## src/rtl/key_pio_debounce.sv

```systemverilog
// key_pio_debounce: memory-mapped key input port with per-channel debounce and edge-capture interrupt.
//
// Ports:
//   clk         system clock, all logic on the rising edge
//   reset_n     asynchronous active-low reset
//   address     register word select (0 DATA, 1 RISE_EN, 2 IRQ_MASK, 3 EDGE_CAP, 4 FALL_EN)
//   chipselect  slave select, qualifies write_n
//   write_n     active-low write strobe
//   writedata   write data, bits above WIDTH-1 ignored
//   in_port     raw asynchronous key inputs
//   readdata    registered read data, one cycle after address, upper bits zero
//   irq         level interrupt, OR of EDGE_CAP & IRQ_MASK
//
// Build option: define KEY_PIO_DEBOUNCE_EN to include the per-channel debounce
// counters; without it the debounced state is the synchronizer output registered once.
module key_pio_debounce #(
    parameter int   WIDTH           = 4,
    parameter int   DEBOUNCE_CYCLES = 50000,
    parameter logic IDLE_LEVEL      = 1'b1
) (
    input  logic             clk,
    input  logic             reset_n,
    input  logic [2:0]       address,
    input  logic             chipselect,
    input  logic             write_n,
    input  logic [31:0]      writedata,
    input  logic [WIDTH-1:0] in_port,
    output logic [31:0]      readdata,
    output logic             irq
);
    logic [WIDTH-1:0] sync1, sync2, state, state_q;
    logic [WIDTH-1:0] rise_en, fall_en, irq_mask, edge_cap, events, sel;
    logic             wr;
    logic             unused_writedata;

    assign wr = chipselect & ~write_n;
    assign unused_writedata = ^writedata;

    always_ff @(posedge clk or negedge reset_n) begin
        if (!reset_n) begin
            sync1 <= {WIDTH{IDLE_LEVEL}};
            sync2 <= {WIDTH{IDLE_LEVEL}};
        end else begin
            sync1 <= in_port;
            sync2 <= sync1;
        end
    end

`ifdef KEY_PIO_DEBOUNCE_EN
    localparam int CW = $clog2(DEBOUNCE_CYCLES + 1);
    // The accepting edge is the one on which the count would reach DEBOUNCE_CYCLES.
    localparam logic [CW-1:0] LAST = CW'(DEBOUNCE_CYCLES - 1);

    for (genvar i = 0; i < WIDTH; i++) begin : g_ch
        logic [CW-1:0] count;
        logic          q;
        always_ff @(posedge clk or negedge reset_n) begin
            if (!reset_n) begin
                count <= '0;
                q     <= IDLE_LEVEL;
            end else if (sync2[i] == q) begin
                count <= '0;
            end else if (count == LAST) begin
                count <= '0;
                q     <= sync2[i];
            end else begin
                count <= count + 1'b1;
            end
        end
        assign state[i] = q;
    end
`else
    always_ff @(posedge clk or negedge reset_n) begin
        if (!reset_n)
            state <= {WIDTH{IDLE_LEVEL}};
        else
            state <= sync2;
    end
`endif

    // Previous debounced state; resetting it to the idle level keeps reset
    // release from looking like an edge.
    always_ff @(posedge clk or negedge reset_n) begin
        if (!reset_n)
            state_q <= {WIDTH{IDLE_LEVEL}};
        else
            state_q <= state;
    end

    assign events = (state & ~state_q & rise_en) | (~state & state_q & fall_en);

    always_comb begin
        sel = address == 3'd0 ? state    :
              address == 3'd1 ? rise_en  :
              address == 3'd2 ? irq_mask :
              address == 3'd3 ? edge_cap :
              address == 3'd4 ? fall_en  : '0;
    end

    always_ff @(posedge clk or negedge reset_n) begin
        if (!reset_n) begin
            rise_en  <= '0;
            fall_en  <= '0;
            irq_mask <= '0;
            edge_cap <= '0;
            readdata <= '0;
        end else begin
            if (wr && address == 3'd1) rise_en  <= writedata[WIDTH-1:0];
            if (wr && address == 3'd2) irq_mask <= writedata[WIDTH-1:0];
            if (wr && address == 3'd4) fall_en  <= writedata[WIDTH-1:0];
            // New events are OR-ed in after the write-1 clear so a coincident event wins.
            edge_cap <= (edge_cap & ~((wr && address == 3'd3) ? writedata[WIDTH-1:0] : '0)) | events;
            readdata <= 32'(sel);
        end
    end

    assign irq = |(edge_cap & irq_mask);
endmodule

```

## config.mk

```make
export PLATFORM = sky130hd
export DESIGN_NAME = key_pio_debounce
export DESIGN_NICKNAME = d
export VERILOG_FILES = /design/src/rtl/key_pio_debounce.sv
export SDC_FILE = /design/constraint.sdc
export NUM_CORES = 1
export LEC_CHECK = 0
export CAP_MARGIN = 20
export CORE_ASPECT_RATIO = 0.6
export CORE_MARGIN = 5
export CORE_UTILIZATION = 58
export DETAILED_ROUTE_END_ITERATION = 8
export DONT_BUFFER_PORTS = 1
export PLACE_DENSITY = 0.74
export RECOVER_POWER = 25
export SLEW_MARGIN = 10
export SYNTH_ARGS = -nofsm -noshare
export SYNTH_HDL_FRONTEND = slang
export SYNTH_SLANG_ARGS = --single-unit
```

## constraint.sdc

```tcl
create_clock -name clk -period 1.25 [get_ports clk]
set_input_delay 0.0625 -clock clk [delete_from_list [all_inputs] [get_ports clk]]
set_output_delay 0.0625 -clock clk [all_outputs]
set_load 0.05 [all_outputs]
```

======== Word level (Yosys, flattened, before mapping) ========
Index checks and enable logic that the tools add are counted.
word-level totals
  register bits ........................... 36
  bits of input ports ..................... 43
  output and inout port bits .............. 33
  logic and storage cells ................. 38
cells by class
  eq/ne operators ......................... 4
  muxes and demuxes ....................... 6
  bitwise operators ....................... 13
  reduce and logical (&&, ||, !) cells .... 6
operators with widths
  kind                                           number
  AND 4 bit                                      6
  two-way mux 4 bit                              6
  inverter 4 bit                                 3
  bitwise OR 4 bit                               2
  == test 3 x 2 -> 1 bit, second input constant  2
  logical AND 1 bit                              4
  OR reduction 4 bit                             1
  == test 3 x 1 -> 1 bit, second input constant  1
  == test 3 bit, second input constant           1
  zero test 3 bit                                1
  AND 1 bit                                      1
  inverter 1 bit                                 1

======== Longest topological paths before layout ========
Gate-level depths: netlist of the first run.
  depth in word-level cells ............... 7
  depth in mapped cells ................... 4
  depth with buffers taken out ............ 3

======== Worst setup path after synthesis of the first run ========
OpenSTA, ideal clock, no wires.
  kind .................................... register to register
  from .................................... reg edge_cap[2]
  to ...................................... reg readdata[2]
  library setup time ...................... 0.127 ns
  arrival time ............................ 0.937 ns
  required time ........................... 1.123 ns
  setup slack ............................. 0.186 ns
  cell stages (with the launch flop) ...... 4
  buffers on the path ..................... 0
  period minus slack after synthesis ...... 1.064 ns
  cell sequence ........................... dfrtp_1 > mux4_2 > inv_1 > o21ai_0
on the way
  longest elaborated chain between the ends .. 4
RTL lines
  element                 RTL line  source
  from (decl)             32        logic [WIDTH-1:0] rise_en, fall_en, irq_mask, edge_cap, events, sel;
  from (signal assigned)  112       edge_cap <= (edge_cap & ~((wr && address == 3'd3) ? writedata[WIDTH-1:0] : '0)) | events;
  two-way mux 4 bit       96        address == 3'd3 ? edge_cap :
  two-way mux 4 bit       95        address == 3'd2 ? irq_mask :
  two-way mux 4 bit       94        address == 3'd1 ? rise_en :
  two-way mux 4 bit       93        sel = address == 3'd0 ? state :
  net sel[2]              32
  to (signal assigned)    113       readdata <= 32'(sel);
  to (decl)               28        output logic [31:0] readdata,
The timed path passes the listed nets, and every way through them passes these cells.
A chain may end at the register's enable or synchronous reset.

======== Worst setup path in the final report of the first run ========
  from .................................... reg irq_mask[2]
  to ...................................... out irq
on the way
  longest elaborated chain between the ends .. 2
RTL lines
  element                 RTL line  source
  from (decl)             32
  from (signal assigned)  109       if (wr && address == 3'd2) irq_mask <= writedata[WIDTH-1:0];
  AND 4 bit               117       assign irq = |(edge_cap & irq_mask);
  OR reduction 4 bit      117
  to (decl)               29        output logic irq
Every way passes these cells.

==> impl_metrics.env, run 1 <==
export IMPL_slowest_delay_ns=0.39
export IMPL_dp_cells=162
export IMPL_hp_class="in2reg"
export IMPL_clock_skew_ns=0.002028
export IMPL_r2r_cells=3
export IMPL_hold_viol_final=0
export IMPL_rows=15
export IMPL_die_x_um=78.89
export IMPL_synth_area_leader_cell="dfrtp_1"
export IMPL_cap_violations=0
export IMPL_drt_iter0_markers=33
export IMPL_synth_xor_area_share_pct=0
export IMPL_p_leak_nw=0.8314
export IMPL_swShare_pct=30.42
export IMPL_ys_ff_latch=36
export IMPL_grt_pass1_wl_um=4485
export IMPL_synth_top_area_share_pct=30.30
export IMPL_clock_sinks=36
export IMPL_r2r_end="readdata[2]"
export IMPL_h_tree_depth=2
export IMPL_yosys_warnings=0
export IMPL_required_ns=1.19
export IMPL_netlist_area_um2=1652
export IMPL_core_area_um2=2796
export IMPL_maxSlewViolCount=0
export IMPL_status="finished clean"
export IMPL_grt_setup_unrepaired="yes"
export IMPL_synth_adder_area_share_pct=0
export IMPL_vdd_drop_max_uv=999.8
export IMPL_place_gp_congestion=0.7219
export IMPL_cts_root_buf="clkbuf_8"
export IMPL_wl_per_cell_um=15.52
export IMPL_clockBufferDepth=2
export IMPL_n_fill_cell=233
export IMPL_endpoint_kind="primary output"
export IMPL_synthTopCellsByCount="28 x buf_4, 20 x dfrtp_1, 16 x dfstp_2"
export IMPL_num_vias=928
export IMPL_num_io_pins=76
export IMPL_layout_min_cycle_time_ns=1.212
export IMPL_firstDrtPassIters=4
export IMPL_die_y_um=51.34
export IMPL_die_area_um2=4050
export IMPL_fmax_mhz=825.0
export IMPL_p_int_w=0.001954
export IMPL_min_from="writedata[3]"
export IMPL_synth_cells=131
export IMPL_synthArstFlopShare_pct=100.0
export IMPL_whs_ns=0.05280
export IMPL_power_frac_seq_pct=52.5
export IMPL_max_slew_margin_pct=44.39
export IMPL_crit_chain="a22oi_2, nand2_1, buf_6"
export IMPL_critPathMaxFanout=3
export IMPL_grt_max_degree=37
export IMPL_finalCritPeriodShare_pct=96.97
export IMPL_insertion_delay_ns=0.28
export IMPL_critical_path_class="reg2out"
export IMPL_critical_path_buf_inv_count=1
export IMPL_powerDensity_nw_per_um2=1574
export IMPL_syn_area_per_cell_um2=12.61
export IMPL_setup_violations=0
export IMPL_reg2reg_slack_ns=0.12
export IMPL_final_nets=190
export IMPL_synth_top_family_by_area="buffers and inverters"
export IMPL_hold_depth=2
export IMPL_pwr_share_comb_pct=18.1
export IMPL_grt_ovfl_total=0
export IMPL_pwr_share_clk_pct=29.4
export IMPL_vias_per_cell=5.099
export IMPL_antennaDiodeCount=0
export IMPL_synth_ff_type="dfrtp_1"
export IMPL_drive_gt1_share_pct=27.70
export IMPL_hpwl_um=1991
export IMPL_seq_area_frac_synth_pct=55.76
export IMPL_switchingPower_w=0.0008543
export IMPL_cts_buffers=5
export IMPL_reg2reg_from="edge_cap[2]"
export IMPL_clkTransAtPathRegs_ns=0.07
export IMPL_worstHoldEndpoint="edge_cap[3]"
export IMPL_synth_mux_area_share_pct=13.18
export IMPL_stdcell_count=182
export IMPL_worst_pin_slew_ns=0.8342
export IMPL_wl_um=2824
export IMPL_grt_usage_pct=15.44
export IMPL_cp_top_family="flip-flops"
export IMPL_synth_simple_gate_area_share_pct=9.091
export IMPL_synth_compound_area_share_pct=6.591
export IMPL_synthTopCellsByArea="dfrtp_1 30%, dfstp_2 25%, buf_4 13%"
export IMPL_ant_nets=0
export IMPL_synth_most_common_cell="buf_4"
export IMPL_crit_slowest_cell="dfrtp_1"
export IMPL_first_global_vias=926
export IMPL_area_growth_pct=8.030
export IMPL_start_util_pct=59.06
export IMPL_arrival_ns=1.15
export IMPL_antenna_found_initial=0
export IMPL_startpoint_type="flip-flop"
export IMPL_cts_tree="built"
export IMPL_ys_types=25
export IMPL_drc=0
export IMPL_io_buffers=0
export IMPL_synth_edff_count=0
-- what timing repair did --
action,CTS,global route
endpoints found under the hold margin,53,0
hold buffers,11,0
endpoints found under the setup margin,1,1
setup buffers,0,1
gates resized for setup,1,2
-- worst max-delay path by stage --
stage / depth (start not counted) / from / to
after CTS: 3 / edge_cap[2] / irq
after global routing: 3 / edge_cap[2] / irq
after global placement: 3 / edge_cap[2] / readdata[2]
after floorplan: 3 / edge_cap[2] / readdata[2]
after detailed placement: 3 / edge_cap[2] / readdata[2]
final: 3 / irq_mask[2] / irq
-- cells by family after synthesis --
group / count (synthesis)
compound gates: 14
mux: 19
other cells: 1
buf+inv: 36
simple gates: 25
flops: 36
-- per-layer routing --
layer,vias to the layer above,track usage (%),wire length (µm)
met3,2,6.866,283
met5,-,0,0
met1,453,20.32,1305
met4,0,8.857,27
met2,43,20.99,1207
li1,430,-,-
-- sequential cells by signal, indices dropped and copies added (netlist names) --
| register | count |
|---|---|
| edge_cap | 4 |
| fall_en | 4 |
| irq_mask | 4 |
| readdata | 4 |
| rise_en | 4 |
| state | 4 |
| state_q | 4 |
| sync1 | 4 |
| sync2 | 4 |
-- area by class of cell --
class / count / area [µm²] / share of cell area [%]
well taps: 34 / 42.54 / 2.384
flip-flops and latches: 36 / 922.1 / 51.68
multi-input cells: 86 / 586.8 / 32.89
repair buffers: 13 / 123.9 / 6.943
clock buffers: 8 / 90.09 / 5.049
inverters: 5 / 18.77 / 1.052
-- worst reg2reg max path, cell delays in order, from the launching register on --
cell	delay (ns)
dfrtp_1	0.41
mux4_2	0.47
inv_1	0.06
o21ai_0	0.07
-- cell usage in the layout, fill, tap and decap left out, drive strengths merged, types with 2 or more instances in the layout --
| master | Yosys | final |
|---|---|---|
| dlygate4sd3 | 0 | 10 |
| nor2 | 4 | 4 |
| o21ai | 2 | 2 |
| inv | 5 | 5 |
| nand3b | 5 | 5 |
| clkbuf | 0 | 9 |
| a211o | 4 | 4 |
| o221ai | 3 | 3 |
| mux2i | 6 | 6 |
| a21o | 3 | 3 |
| dfrtp | 20 | 20 |
| mux2 | 12 | 12 |
| dfstp | 16 | 16 |
| buf | 31 | 2 |
| conb | 1 | 28 |
| nand2 | 6 | 6 |
| nand4b | 2 | 2 |
| nor3 | 3 | 3 |
| a22oi | 2 | 2 |
| nor3b | 2 | 2 |
-- through the flow --
step	area [µm²]	TNS, ns	worst slack (ns)	utilization, %	power [W]
4_1_cts	1787	0	0.004226	63.89	0.002835
5_1_grt	1784	-0.004779	-0.004779	63.80	0.002945
2_1_floorplan	1753	0	0.1857	-	0.001945
3_3_place_gp	1572	0	0.1478	56.20	0.001917
6_report	1784	0	0.03784	63.80	0.002809
3_5_place_dp	1572	0	0.1277	56.20	0.001934
-- power by group through the flow --
stage	Sequential [W]	Combinational [W]	Clock, W
after floorplan	0.00146	0.000481	0
after global placement	0.00149	0.000432	0
after detailed placement	0.00149	0.000443	0
after global routing	0.00149	0.000545	0.000914
after CTS	0.00147	0.000506	0.000856
final	0.00148	0.000508	0.000826
Power figures use the tool's default switching activity.
==> inputs of run 2 (changes only) <==
==> constraint.sdc (replaced) <==
create_clock -name clk -period 1.6 [get_ports clk]
set_input_delay 0.08 -clock clk [delete_from_list [all_inputs] [get_ports clk]]
set_output_delay 0.08 -clock clk [all_outputs]
set_load 0.005 [all_outputs]
==> run 2 against run 1 <==
  * Register-to-register slack improved by 0.36 ns
  * Hold slack got worse by 0.0077 ns
  * First-iteration DRC count shrank 45%
  * Clock power is 29% lower
  * Setup slack improved by 0.43 ns
  * Core utilization shrank 1.2 points
  * Sequential power is 25% lower
  * Die area unchanged
  * Combinational power fell by 56%
  * Design area decreased by 1.9%
  * Non-clock buffer count fell by 2
  * Routed wire length down 3.3%
  * Critical endpoint unchanged
  * Highest routed layer unchanged
==> impl_metrics.env, run 2 (synthesis results as in run 1) <==
export IMPL_status="finished clean"
export IMPL_antenna_found_initial=0
export IMPL_ctsResizeCount=0
export IMPL_firstDrtPassIters=4
export IMPL_place_gp_congestion=0.7221
export IMPL_cts_tree="built"
export IMPL_clkTransAtPathRegs_ns=0.07
export IMPL_cts_root_buf="clkbuf_8"
export IMPL_die_area_um2=4050
export IMPL_hp_class="in2reg"
export IMPL_maxSlewViolCount=0
export IMPL_start_util_pct=59.06
export IMPL_r2r_cells=3
export IMPL_layout_commonest_cell="conb_1"
export IMPL_vias_per_cell=5.211
export IMPL_vdd_drop_max_uv=705.5
export IMPL_place_area_um2=1564
export IMPL_finalCritPeriodShare_pct=70.67
export IMPL_area_growth_pct=5.985
export IMPL_hold_viol_final=0
export IMPL_powerDensity_nw_per_um2=1094
export IMPL_grt_pass1_wl_um=4298
export IMPL_layout_min_cycle_time_ns=1.131
export IMPL_h_tree_depth=2
export IMPL_num_io_pins=76
export IMPL_die_x_um=78.89
export IMPL_required_ns=1.52
export IMPL_r2r_end="readdata[2]"
export IMPL_first_global_vias=896
export IMPL_cts_buffers=5
export IMPL_min_from="writedata[3]"
export IMPL_hpwl_um=1913
export IMPL_num_vias=938
export IMPL_hold_depth=2
export IMPL_wl_um=2730
export IMPL_startpoint_type="flip-flop"
export IMPL_grt_max_degree=37
export IMPL_insertion_delay_ns=0.28
export IMPL_max_slew_margin_pct=45.30
export IMPL_design_area_um2=1750
export IMPL_grt_usage_pct=15.16
export IMPL_grt_ovfl_total=0
export IMPL_critPathMaxFanout=4
export IMPL_setup_violations=0
export IMPL_die_y_um=51.34
export IMPL_seq_area_um2=920.9
export IMPL_worst_pin_slew_ns=0.8205
export IMPL_grt_setup_unrepaired="no"
export IMPL_final_nets=188
export IMPL_rows=15
export IMPL_clockBufferDepth=2
export IMPL_drc=0
export IMPL_io_buffers=0
export IMPL_p_leak_nw=0.8181
export IMPL_wl_per_cell_um=15.17
export IMPL_core_area_um2=2796
export IMPL_drt_iter0_markers=18
export IMPL_worstHoldEndpoint="edge_cap[3]"
export IMPL_cap_violations=0
export IMPL_multiInputGateArea_um2=581.8
export IMPL_reg2reg_slack_ns=0.48
export IMPL_clock_sinks=36
export IMPL_ant_nets=0
export IMPL_arrival_ns=1.05
export IMPL_drive_gt1_share_pct=25.34
export IMPL_critical_path_class="reg2out"
export IMPL_n_fill_cell=220
export IMPL_endpoint_kind="primary output"
export IMPL_final_cell_mix="28 x conb_1, 20 x dfrtp_1, 16 x dfstp_2, 12 x mux2_2, 10 x dlygate4sd3_1"
export IMPL_reg2reg_from="edge_cap[2]"
export IMPL_antennaDiodeCount=0
export IMPL_clock_skew_ns=0.005797
export IMPL_setup_tns_final_ns=0
export IMPL_fmax_mhz=884.4
export IMPL_cts_setup_buffers=0
run 2: changes by cell type in the layout (fill, tap and decap cells not counted), sizes merged:
cell    delta
buf        -2
clkinv     +1
clkbuf     -1
run 2: timing repair:
item	4_1_cts	5_1_grt
hold endpoints to repair	53	0
endpoints found under the setup margin	0	0
hold buffers	11	0
run 2: report_power, final:
group / switching (W) / internal, W / total, W
Combinational: 0.0000965 / 0.000127 / 0.000223
Clock: 0.000282 / 0.000305 / 0.000586
Sequential: 0.0000714 / 0.00103 / 0.00111
run 2: worst max-delay path: stages (launching register included):
cell and delay [ns]:
dfrtp_1 0.41, a22oi_1 0.23, nand2_1 0.12
run 2: layout make-up:
class | count | share of cell area (%)
clock buffers | 7 | 4.360
flip-flops and latches | 36 | 52.61
well taps | 34 | 2.430
repair buffers | 11 | 6.004
clock inverters | 1 | 0.2859
inverters | 5 | 1.072
multi-input cells | 86 | 33.24
run 2: worst max-delay path by stage:
stage | from | slack, ns | depth (start not counted) | end
floorplan | edge_cap[2] | 0.54 | 3 | readdata[2]
global placement | edge_cap[2] | 0.50 | 3 | readdata[2]
detailed placement | edge_cap[2] | 0.49 | 3 | readdata[2]
CTS | edge_cap[2] | 0.44 | 2 | irq
global route | edge_cap[2] | 0.39 | 2 | irq
finish | edge_cap[2] | 0.47 | 2 | irq
run 2: metal layers:
| metal | track usage, % | wire length (µm) |
|---|---|---|
| met2 | 21.69 | 1180 |
| met5 | 0 | 0 |
| met1 | 19.05 | 1194 |
| met4 | 9.429 | 65 |
| met3 | 6.338 | 288 |
run 2: through the flow:
stage	total power [W]	setup slack, ns	hold WS (ns)	std cells	util [%]
6_report	0.001915	0.4693	0.04512	180	62.60
5_1_grt	0.002028	0.3858	0.04250	180	62.60
4_1_cts	0.001951	0.4398	0.03600	180	63.13
3_5_place_dp	0.001305	0.4913	-0.2145	161	55.93
3_3_place_gp	0.001292	0.4959	-0.2146	161	55.93
2_1_floorplan	0.001322	0.5357	-0.2156	158	-
